[src/rtl/sp_tc_pkg.sv]
// Shared sparse tensor-core constants and arithmetic helpers.
// Used by the thread-group pipe and its lane datapath.
package sp_tc_pkg;

    localparam int DATA_W = 8;
    localparam int WPG    = 4;
    localparam int APG    = 8;
    localparam int IDX_W  = 2;
    localparam int PROD_W = 2 * DATA_W;
    localparam int DOT_W  = PROD_W + 2;

    // Add two signed values and clamp the sum into a w-bit signed range.
    function automatic logic signed [63:0] sat_add(
        input logic signed [63:0] a,
        input logic signed [63:0] b,
        input int                 w
    );
        logic signed [63:0] s;
        logic signed [63:0] hi;
        logic signed [63:0] lo;
        s  = a + b;
        hi = (64'sd1 <<< (w - 1)) - 64'sd1;
        lo = -(64'sd1 <<< (w - 1));
        if (s > hi) begin
            return hi;
        end
        if (s < lo) begin
            return lo;
        end
        return s;
    endfunction

endpackage

[src/rtl/sp_threadgroup_pipe_if.sv]
// Beat-in / tile-out bundle of the thread-group pipe.
// Master drives beats and out_ready; slave is the pipe.
interface sp_threadgroup_pipe_if #(
    parameter int NUM_W = 2,
    parameter int NUM_A = 2,
    parameter int ACC_W = 16
);
    localparam int NL = NUM_W * NUM_A;

    logic                  in_valid;
    logic                  in_ready;
    logic                  in_last;
    logic                  in_sparse;
    logic [NUM_W*32-1:0]   weight_groups;
    logic [NUM_W*8-1:0]    weight_idx;
    logic [NUM_A*64-1:0]   activation_groups;
    logic [NL*ACC_W-1:0]   psum_in;
    logic                  out_valid;
    logic                  out_ready;
    logic [NL*ACC_W-1:0]   result;
    logic [NL-1:0]         sat_flag;

    modport master (
        output in_valid, in_last, in_sparse, weight_groups,
        output weight_idx, activation_groups, psum_in, out_ready,
        input  in_ready, out_valid, result, sat_flag
    );

    modport slave (
        input  in_valid, in_last, in_sparse, weight_groups,
        input  weight_idx, activation_groups, psum_in, out_ready,
        output in_ready, out_valid, result, sat_flag
    );

endinterface

[src/rtl/sp_fedp_lane.sv]
// One lane: operand select and four int8 products (S1 register),
// then an unregistered adder tree feeding the accumulate stage.
module sp_fedp_lane
    import sp_tc_pkg::*;
(
    input  logic                    clk,
    input  logic                    rst,
    input  logic                    en,
    input  logic                    sparse,
    input  logic [WPG*DATA_W-1:0]   w,
    input  logic [WPG*IDX_W-1:0]    idx,
    input  logic [APG*DATA_W-1:0]   act,
    output logic signed [DOT_W-1:0] dot
);

    logic signed [PROD_W-1:0] prod_d [WPG];
    logic signed [PROD_W-1:0] prod_q [WPG];

    // Pick each weight's activation (2:4 index or identity) and multiply.
    always_comb begin
        logic [2:0]               sel;
        logic signed [DATA_W-1:0] wk;
        logic signed [DATA_W-1:0] ak;
        for (int k = 0; k < WPG; k++) begin
            if (sparse) begin
                sel = 3'((k / 2) * 4) + {1'b0, idx[IDX_W*k +: IDX_W]};
            end else begin
                sel = 3'(k);
            end
            wk        = w[DATA_W*k +: DATA_W];
            ak        = act[DATA_W*sel +: DATA_W];
            prod_d[k] = wk * ak;
        end
    end

    // S1 product register, held while the pipe is stalled.
    always_ff @(posedge clk) begin
        if (rst) begin
            for (int k = 0; k < WPG; k++) begin
                prod_q[k] <= '0;
            end
        end else if (en) begin
            prod_q <= prod_d;
        end
    end

    // Full-precision sum of the four registered products.
    always_comb begin
        dot = '0;
        for (int k = 0; k < WPG; k++) begin
            dot = dot + {{(DOT_W-PROD_W){prod_q[k][PROD_W-1]}}, prod_q[k]};
        end
    end

endmodule

[src/rtl/sp_threadgroup_pipe.sv]
// Thread-group sparse dot-product pipe: NL lanes accumulate
// per-beat dot products over a tile and emit one result per tile.
module sp_threadgroup_pipe
    import sp_tc_pkg::*;
#(
    parameter int NUM_W = 2,
    parameter int NUM_A = 2,
    parameter int ACC_W = 16,
    parameter int SAT   = 1
) (
    input  logic                  clk,
    input  logic                  rst,
    sp_threadgroup_pipe_if.slave  bus
);

    localparam int NL = NUM_W * NUM_A;

    logic                 advance;
    logic                 accept;

    logic                 s1_valid_d, s1_valid_q;
    logic                 s1_last_d, s1_last_q;
    logic [NL*ACC_W-1:0]  s1_psum_d, s1_psum_q;
    logic                 s2_valid_d, s2_valid_q;
    logic                 s2_last_d, s2_last_q;
    logic                 first_d, first_q;
    logic                 out_valid_d, out_valid_q;
    logic [NL*ACC_W-1:0]  result_d, result_q;
    logic [NL-1:0]        sat_flag_d, sat_flag_q;
    logic [NL-1:0]        sticky_d, sticky_q;
    logic [ACC_W-1:0]     acc_d [NL];
    logic [ACC_W-1:0]     acc_q [NL];
    logic [ACC_W-1:0]     sum_w [NL];
    logic                 ovf_w [NL];

    assign advance       = !(out_valid_q && !bus.out_ready);
    assign accept        = bus.in_valid && advance;
    assign bus.in_ready  = advance;
    assign bus.out_valid = out_valid_q;
    assign bus.result    = result_q;
    assign bus.sat_flag  = sat_flag_q;

    genvar d;
    for (d = 0; d < NL; d++) begin : g_lane
        localparam int WI = d / NUM_A;
        localparam int AI = d % NUM_A;

        logic signed [DOT_W-1:0] dot;

        sp_fedp_lane u_lane (
            .clk    (clk),
            .rst    (rst),
            .en     (advance),
            .sparse (bus.in_sparse),
            .w      (bus.weight_groups[32*WI +: 32]),
            .idx    (bus.weight_idx[8*WI +: 8]),
            .act    (bus.activation_groups[64*AI +: 64]),
            .dot    (dot)
        );

        // Next accumulator value: psum seeds the first beat of a tile.
        always_comb begin
            logic [ACC_W-1:0]   base_acc;
            logic signed [63:0] base;
            logic signed [63:0] addend;
            logic signed [63:0] raw;
            logic signed [63:0] clamped;
            base_acc = first_q ? s1_psum_q[ACC_W*d +: ACC_W] : acc_q[d];
            base     = {{(64-ACC_W){base_acc[ACC_W-1]}}, base_acc};
            addend   = {{(64-DOT_W){dot[DOT_W-1]}}, dot};
            raw      = base + addend;
            clamped  = sat_add(base, addend, ACC_W);
            if (SAT != 0) begin
                sum_w[d] = clamped[ACC_W-1:0];
                ovf_w[d] = (clamped != raw);
            end else begin
                sum_w[d] = raw[ACC_W-1:0];
                ovf_w[d] = 1'b0;
            end
        end
    end

    // Pipeline advance: S1 capture, S2 accumulate, tile result load.
    always_comb begin
        s1_valid_d  = s1_valid_q;
        s1_last_d   = s1_last_q;
        s1_psum_d   = s1_psum_q;
        s2_valid_d  = s2_valid_q;
        s2_last_d   = s2_last_q;
        first_d     = first_q;
        out_valid_d = out_valid_q;
        result_d    = result_q;
        sat_flag_d  = sat_flag_q;
        sticky_d    = sticky_q;
        acc_d       = acc_q;
        if (advance) begin
            s1_valid_d  = accept;
            s1_last_d   = bus.in_last;
            s1_psum_d   = bus.psum_in;
            s2_valid_d  = s1_valid_q;
            s2_last_d   = s1_last_q;
            out_valid_d = s2_valid_q && s2_last_q;
            if (s1_valid_q) begin
                first_d = s1_last_q;
                for (int i = 0; i < NL; i++) begin
                    acc_d[i]    = sum_w[i];
                    sticky_d[i] = ovf_w[i] | (!first_q && sticky_q[i]);
                end
            end
            if (s2_valid_q && s2_last_q) begin
                for (int i = 0; i < NL; i++) begin
                    result_d[ACC_W*i +: ACC_W] = acc_q[i];
                end
                sat_flag_d = sticky_q;
            end
        end
    end

    // State registers with synchronous reset.
    always_ff @(posedge clk) begin
        if (rst) begin
            s1_valid_q  <= 1'b0;
            s1_last_q   <= 1'b0;
            s1_psum_q   <= '0;
            s2_valid_q  <= 1'b0;
            s2_last_q   <= 1'b0;
            first_q     <= 1'b1;
            out_valid_q <= 1'b0;
            result_q    <= '0;
            sat_flag_q  <= '0;
            sticky_q    <= '0;
            for (int i = 0; i < NL; i++) begin
                acc_q[i] <= '0;
            end
        end else begin
            s1_valid_q  <= s1_valid_d;
            s1_last_q   <= s1_last_d;
            s1_psum_q   <= s1_psum_d;
            s2_valid_q  <= s2_valid_d;
            s2_last_q   <= s2_last_d;
            first_q     <= first_d;
            out_valid_q <= out_valid_d;
            result_q    <= result_d;
            sat_flag_q  <= sat_flag_d;
            sticky_q    <= sticky_d;
            acc_q       <= acc_d;
        end
    end

endmodule

[src/flat_wrapper.sv]
// flat-port wrapper written by rule: the top's interface ports become plain ports
module sp_threadgroup_pipe_flat import sp_tc_pkg::*;
#(
    parameter int NUM_W = 2,
    parameter int NUM_A = 2,
    parameter int ACC_W = 16,
    parameter int SAT   = 1
)
  (clk, rst, bus_in_valid, bus_in_last, bus_in_sparse, bus_weight_groups, bus_weight_idx, bus_activation_groups, bus_psum_in, bus_out_ready, bus_in_ready, bus_out_valid, bus_result, bus_sat_flag);
  sp_threadgroup_pipe_if #(.NUM_W(NUM_W), .NUM_A(NUM_A), .ACC_W(ACC_W)) bus_i ();
  input  logic clk;
  input  logic rst;
  input wire logic [$bits(bus_i.in_valid)-1:0] bus_in_valid;
  input wire logic [$bits(bus_i.in_last)-1:0] bus_in_last;
  input wire logic [$bits(bus_i.in_sparse)-1:0] bus_in_sparse;
  input wire logic [$bits(bus_i.weight_groups)-1:0] bus_weight_groups;
  input wire logic [$bits(bus_i.weight_idx)-1:0] bus_weight_idx;
  input wire logic [$bits(bus_i.activation_groups)-1:0] bus_activation_groups;
  input wire logic [$bits(bus_i.psum_in)-1:0] bus_psum_in;
  input wire logic [$bits(bus_i.out_ready)-1:0] bus_out_ready;
  output wire logic [$bits(bus_i.in_ready)-1:0] bus_in_ready;
  output wire logic [$bits(bus_i.out_valid)-1:0] bus_out_valid;
  output wire logic [$bits(bus_i.result)-1:0] bus_result;
  output wire logic [$bits(bus_i.sat_flag)-1:0] bus_sat_flag;
  assign bus_i.in_valid = bus_in_valid;
  assign bus_i.in_last = bus_in_last;
  assign bus_i.in_sparse = bus_in_sparse;
  assign bus_i.weight_groups = bus_weight_groups;
  assign bus_i.weight_idx = bus_weight_idx;
  assign bus_i.activation_groups = bus_activation_groups;
  assign bus_i.psum_in = bus_psum_in;
  assign bus_i.out_ready = bus_out_ready;
  assign bus_in_ready = bus_i.in_ready;
  assign bus_out_valid = bus_i.out_valid;
  assign bus_result = bus_i.result;
  assign bus_sat_flag = bus_i.sat_flag;
  sp_threadgroup_pipe #(.NUM_W(NUM_W), .NUM_A(NUM_A), .ACC_W(ACC_W), .SAT(SAT)) u_core (.clk(clk), .rst(rst), .bus(bus_i));
endmodule
[config.mk]
export PLATFORM = sky130hd
export DESIGN_NAME = sp_threadgroup_pipe_flat
export DESIGN_NICKNAME = d
export VERILOG_FILES = /design/src/rtl/sp_tc_pkg.sv /design/src/rtl/sp_threadgroup_pipe_if.sv /design/src/rtl/sp_fedp_lane.sv /design/src/rtl/sp_threadgroup_pipe.sv /design/src/flat_wrapper.sv
export SDC_FILE = /design/constraint.sdc
export NUM_CORES = 2
export LEC_CHECK = 0
export BUFFER_PORTS_ARGS = -buffer_cell sky130_fd_sc_hd__clkbuf_2
export CORE_MARGIN = 2
export CORE_UTILIZATION = 30
export DETAILED_ROUTE_END_ITERATION = 8
export GPL_TIMING_DRIVEN = 0
export PLACE_DENSITY_LB_ADDON = 0.25
export SLEW_MARGIN = 30
export SYNTH_ARGS = -nofsm -noshare
export SYNTH_HDL_FRONTEND = slang
export SYNTH_SLANG_ARGS = --single-unit
[constraint.sdc]
create_clock -name clk -period 9.07 [get_ports clk]
set_input_delay 1.3605 -clock clk [delete_from_list [all_inputs] [get_ports clk]]
set_output_delay 1.3605 -clock clk [all_outputs]
set_load 0.01 [all_outputs]
==> impl_metrics.tcl <==
set metrics [dict create \
    timing.critical_path.fanout_max 10 \
    route.vias.total 57780 \
    start_util_pct 30.08 \
    number_of_nets_still_failing_antenna_checks_after_routing 0 \
    clock_sink_count 462 \
    synth_nets 9969 \
    clk_path_buf_depth 3 \
    flow.area_growth_from_synthesis_pct 12.05 \
    cts.hold.buffers_added 0 \
    synth_instances 8063 \
    setup.worst_path.start_class "input pin" \
    floorplan.rows 175 \
    globalplace.congestion 0.9925 \
    synthesis.yosys.warnings 0 \
    max_cap_violations 0 \
    total_of_buffers_placed_on_input_and_output_ports 339 \
    worstSetupPathType "in2reg" \
    die_w_um 481.0 \
    fin_hold_ws_ns 0.4519 \
    post_synth.cell_area_avg_um2 8.464 \
    drc_errors 0 \
    clkLatencyLatePin_ns 0.68 \
    drt-total-wl_mm 270.4 \
    timing_hold_violations_final 0 \
    setup_slack_after_placement_ns -0.2400 \
    post_cts.resized_instances 0 \
    buffer_type_at_the_clock_tree_root "sky130_fd_sc_hd__clkbuf_16" \
    min_delay_path_depth 2 \
    antenna_violations_before_repair 103 \
    grt_max_degree 16 \
    cts-htree-levels 2 \
    min_period_ns 8.740 \
    clk_pin_slew_ns 0.06 \
    rsz_0062_raised_after_global_routing "false" \
    seq_area_frac_synth_pct 13.55 \
    min_path_type "reg2reg" \
    layout-drive-gt1-share_pct 8.944 \
    grt_pass1_wl_mm 392.8 \
    post-route-period-util_pct 96.36 \
    final.setup_skew_ns 0.02928 \
    synthesis.area_um2 68250 \
    worst-endpoint-arrival_ns 9.35 \
    dpl.cell_count 11430 \
    relSlewSlack_pct 23.92 \
    cts_buffers 56 \
    tritoncts "done" \
    avgViaCountPerCell 4.988 \
    grt_overflow_total 0 \
    routed_wl_per_cell_um 23.35 \
    post-route-worst-setup-slack_ns 0.3300 \
    ys.flop_type "sky130_fd_sc_hd__dfxtp_1" \
    dp.final_hpwl_mm 228.8 \
    worst_pin_slew_ns 1.132 \
    global_route.usage.total_pct 23.12 \
    crit_required_ns 9.68 \
    die_area_um2 231300 \
    drt_iter0_drc 4601 \
    crit_path_end_kind "flop" \
    grt_pass1_vias 58490 \
    ys_seq_elements 462 \
    detailedRoute.firstPassIterationCount 6 \
    report.final.setup_viol 0 \
    status "finished clean" \
    io_pins 348 \
    reg2reg_depth 29 \
    die_h_um 481.0 \
    fp.coreArea_um2 226800 \
    final_core_util_pct 33.71 \
    final_slew_viol_count 0 \
    netlist-cell-type-count 81 \
    layoutNonFillerInstCount 11580 \
    synth-async-reset-ratio_pct 0 \
    maxClockFrequency_mhz 114.4 \
    design.final.nets 10380 \
    post-cts-setup-buffer-count 0 \
    synth-edff-count 0 \
]
[registers in the layout, indices dropped and copies added (netlist names), 4 cells and up]
register / cells
u_core.g_lane.u_lane.prod_q: 256
u_core.sticky_q: 4
u_core.s1_psum_q: 64
u_core.acc_q: 64
u_core.bus.result: 64
u_core.bus.sat_flag: 4
[cells in the final DEF, fill, tap and decap left out, types with 53 or more instances in the layout]
| cell | instances |
|---|---|
| sky130_fd_sc_hd__nand2_1 | 1091 |
| sky130_fd_sc_hd__or2_2 | 75 |
| sky130_fd_sc_hd__a21oi_1 | 553 |
| sky130_fd_sc_hd__clkbuf_16 | 57 |
| sky130_fd_sc_hd__diode_2 | 55 |
| sky130_fd_sc_hd__ha_1 | 612 |
| sky130_fd_sc_hd__xnor2_1 | 249 |
| sky130_fd_sc_hd__dfxtp_1 | 462 |
| sky130_fd_sc_hd__mux2_2 | 64 |
| sky130_fd_sc_hd__nor2_1 | 322 |
| sky130_fd_sc_hd__nand3_1 | 98 |
| sky130_fd_sc_hd__fa_1 | 1016 |
| sky130_fd_sc_hd__a21boi_0 | 53 |
| sky130_fd_sc_hd__clkbuf_2 | 371 |
| sky130_fd_sc_hd__o21ai_0 | 198 |
| sky130_fd_sc_hd__a211oi_1 | 93 |
| sky130_fd_sc_hd__a21o_1 | 60 |
| sky130_fd_sc_hd__nand2b_1 | 107 |
| sky130_fd_sc_hd__nor2b_1 | 314 |
| sky130_fd_sc_hd__clkbuf_1 | 245 |
| sky130_fd_sc_hd__inv_1 | 1357 |
| sky130_fd_sc_hd__and2_1 | 379 |
| sky130_fd_sc_hd__nor3_1 | 82 |
[through the flow]
stage | instance area (um^2) | TNS [ns]
after floorplan | 68250 | 0
after global placement | 73710 | -6.003
after detailed placement | 74330 | -0.6978
after CTS | 76270 | 0
after global routing | 76430 | 0
final | 76470 | 0
[cell families (layout without fill, tap and decap cells)]
kind of cell	Yosys count	after routing	synth area share [%]
flip-flops	462	462	13.55
AND/OR/NAND/NOR	2596	2596	18.53
adder cells (fa/ha/maj)	1628	1628	41.02
multiplexers	134	134	2.559
AO/OA/AOI/OAI	1280	1280	11.36
other	0	55	0
buffers and inverters	1671	2128	9.233
XOR/XNOR	292	292	3.747
[layer usage]
metal	GRT usage [%]	up-vias	share of wire, %
met5	0	-	0.043
met4	9.801	20	4.0
met3	4.020	404	7.4
met2	35.69	2197	44
met1	31.71	28640	44
li1	-	26520	-
[synthesized netlist by cell type (all sizes together), types with 53 or more instances]
cell type / count / share of area (%)
nand2: 1091 / 6.0
o21ai: 211 / 1.6
a21oi: 587 / 4.3
nand2b: 107 / 0.98
fa: 1016 / 30
nor2: 324 / 1.8
nor2b: 314 / 2.9
a31oi: 85 / 0.80
nand3: 98 / 0.72
dfxtp: 462 / 14
clkbuf: 269 / 1.5
xnor2: 252 / 3.2
a21o: 60 / 0.66
inv: 1357 / 7.5
ha: 612 / 11
mux2: 64 / 1.1
a211oi: 94 / 1.0
and2: 380 / 3.5
nor3: 86 / 0.63
or2: 75 / 0.69
a21boi: 53 / 0.58
[layout make-up]
cell class	instances	area [um^2]
flip-flops and latches	462	9249
fillers	24040	150400
multi-input cells	5930	53100
clock buffers	71	1559
well taps	3009	3765
plain buffers	313	1249
repair buffers	354	1928
clock inverters	32	381.6
diodes	55	137.6
inverters	1358	5097
[path summary, 6_finish.rpt]
path                                                         from                                  to  slack (ns)
worst min register to register  u_core.g_lane[3].u_lane.prod_q[9]   u_core.g_lane[3].u_lane.prod_q[9]        0.45
worst min-delay path            u_core.g_lane[3].u_lane.prod_q[9]   u_core.g_lane[3].u_lane.prod_q[9]        0.45
worst max register to register  u_core.g_lane[1].u_lane.prod_q[1]                    u_core.acc_q[41]        2.32
worst max-delay path                                bus_in_sparse  u_core.g_lane[3].u_lane.prod_q[30]        0.33
[worst max-delay path: stages]
cell and delay, ns:
sky130_fd_sc_hd__clkbuf_1 0.60, sky130_fd_sc_hd__clkbuf_1 0.88, sky130_fd_sc_hd__clkbuf_1 0.49, sky130_fd_sc_hd__buf_1 0.59
sky130_fd_sc_hd__a21oi_2 0.38, sky130_fd_sc_hd__or2_2 0.40, sky130_fd_sc_hd__fa_1 0.51, sky130_fd_sc_hd__fa_1 0.55
sky130_fd_sc_hd__inv_1 0.05, sky130_fd_sc_hd__fa_1 0.51, sky130_fd_sc_hd__fa_1 0.50, sky130_fd_sc_hd__ha_1 0.34
sky130_fd_sc_hd__o21ai_0 0.12, sky130_fd_sc_hd__a21boi_0 0.26, sky130_fd_sc_hd__o21ai_0 0.14, sky130_fd_sc_hd__a21boi_0 0.28
sky130_fd_sc_hd__o21ai_0 0.14, sky130_fd_sc_hd__a21boi_0 0.25, sky130_fd_sc_hd__o21ai_0 0.33, sky130_fd_sc_hd__or4_1 0.52
sky130_fd_sc_hd__nand3_1 0.10
Power is not shown: default switching activity piles up to over one toggle a cycle in this logic, so the estimate is an artifact.
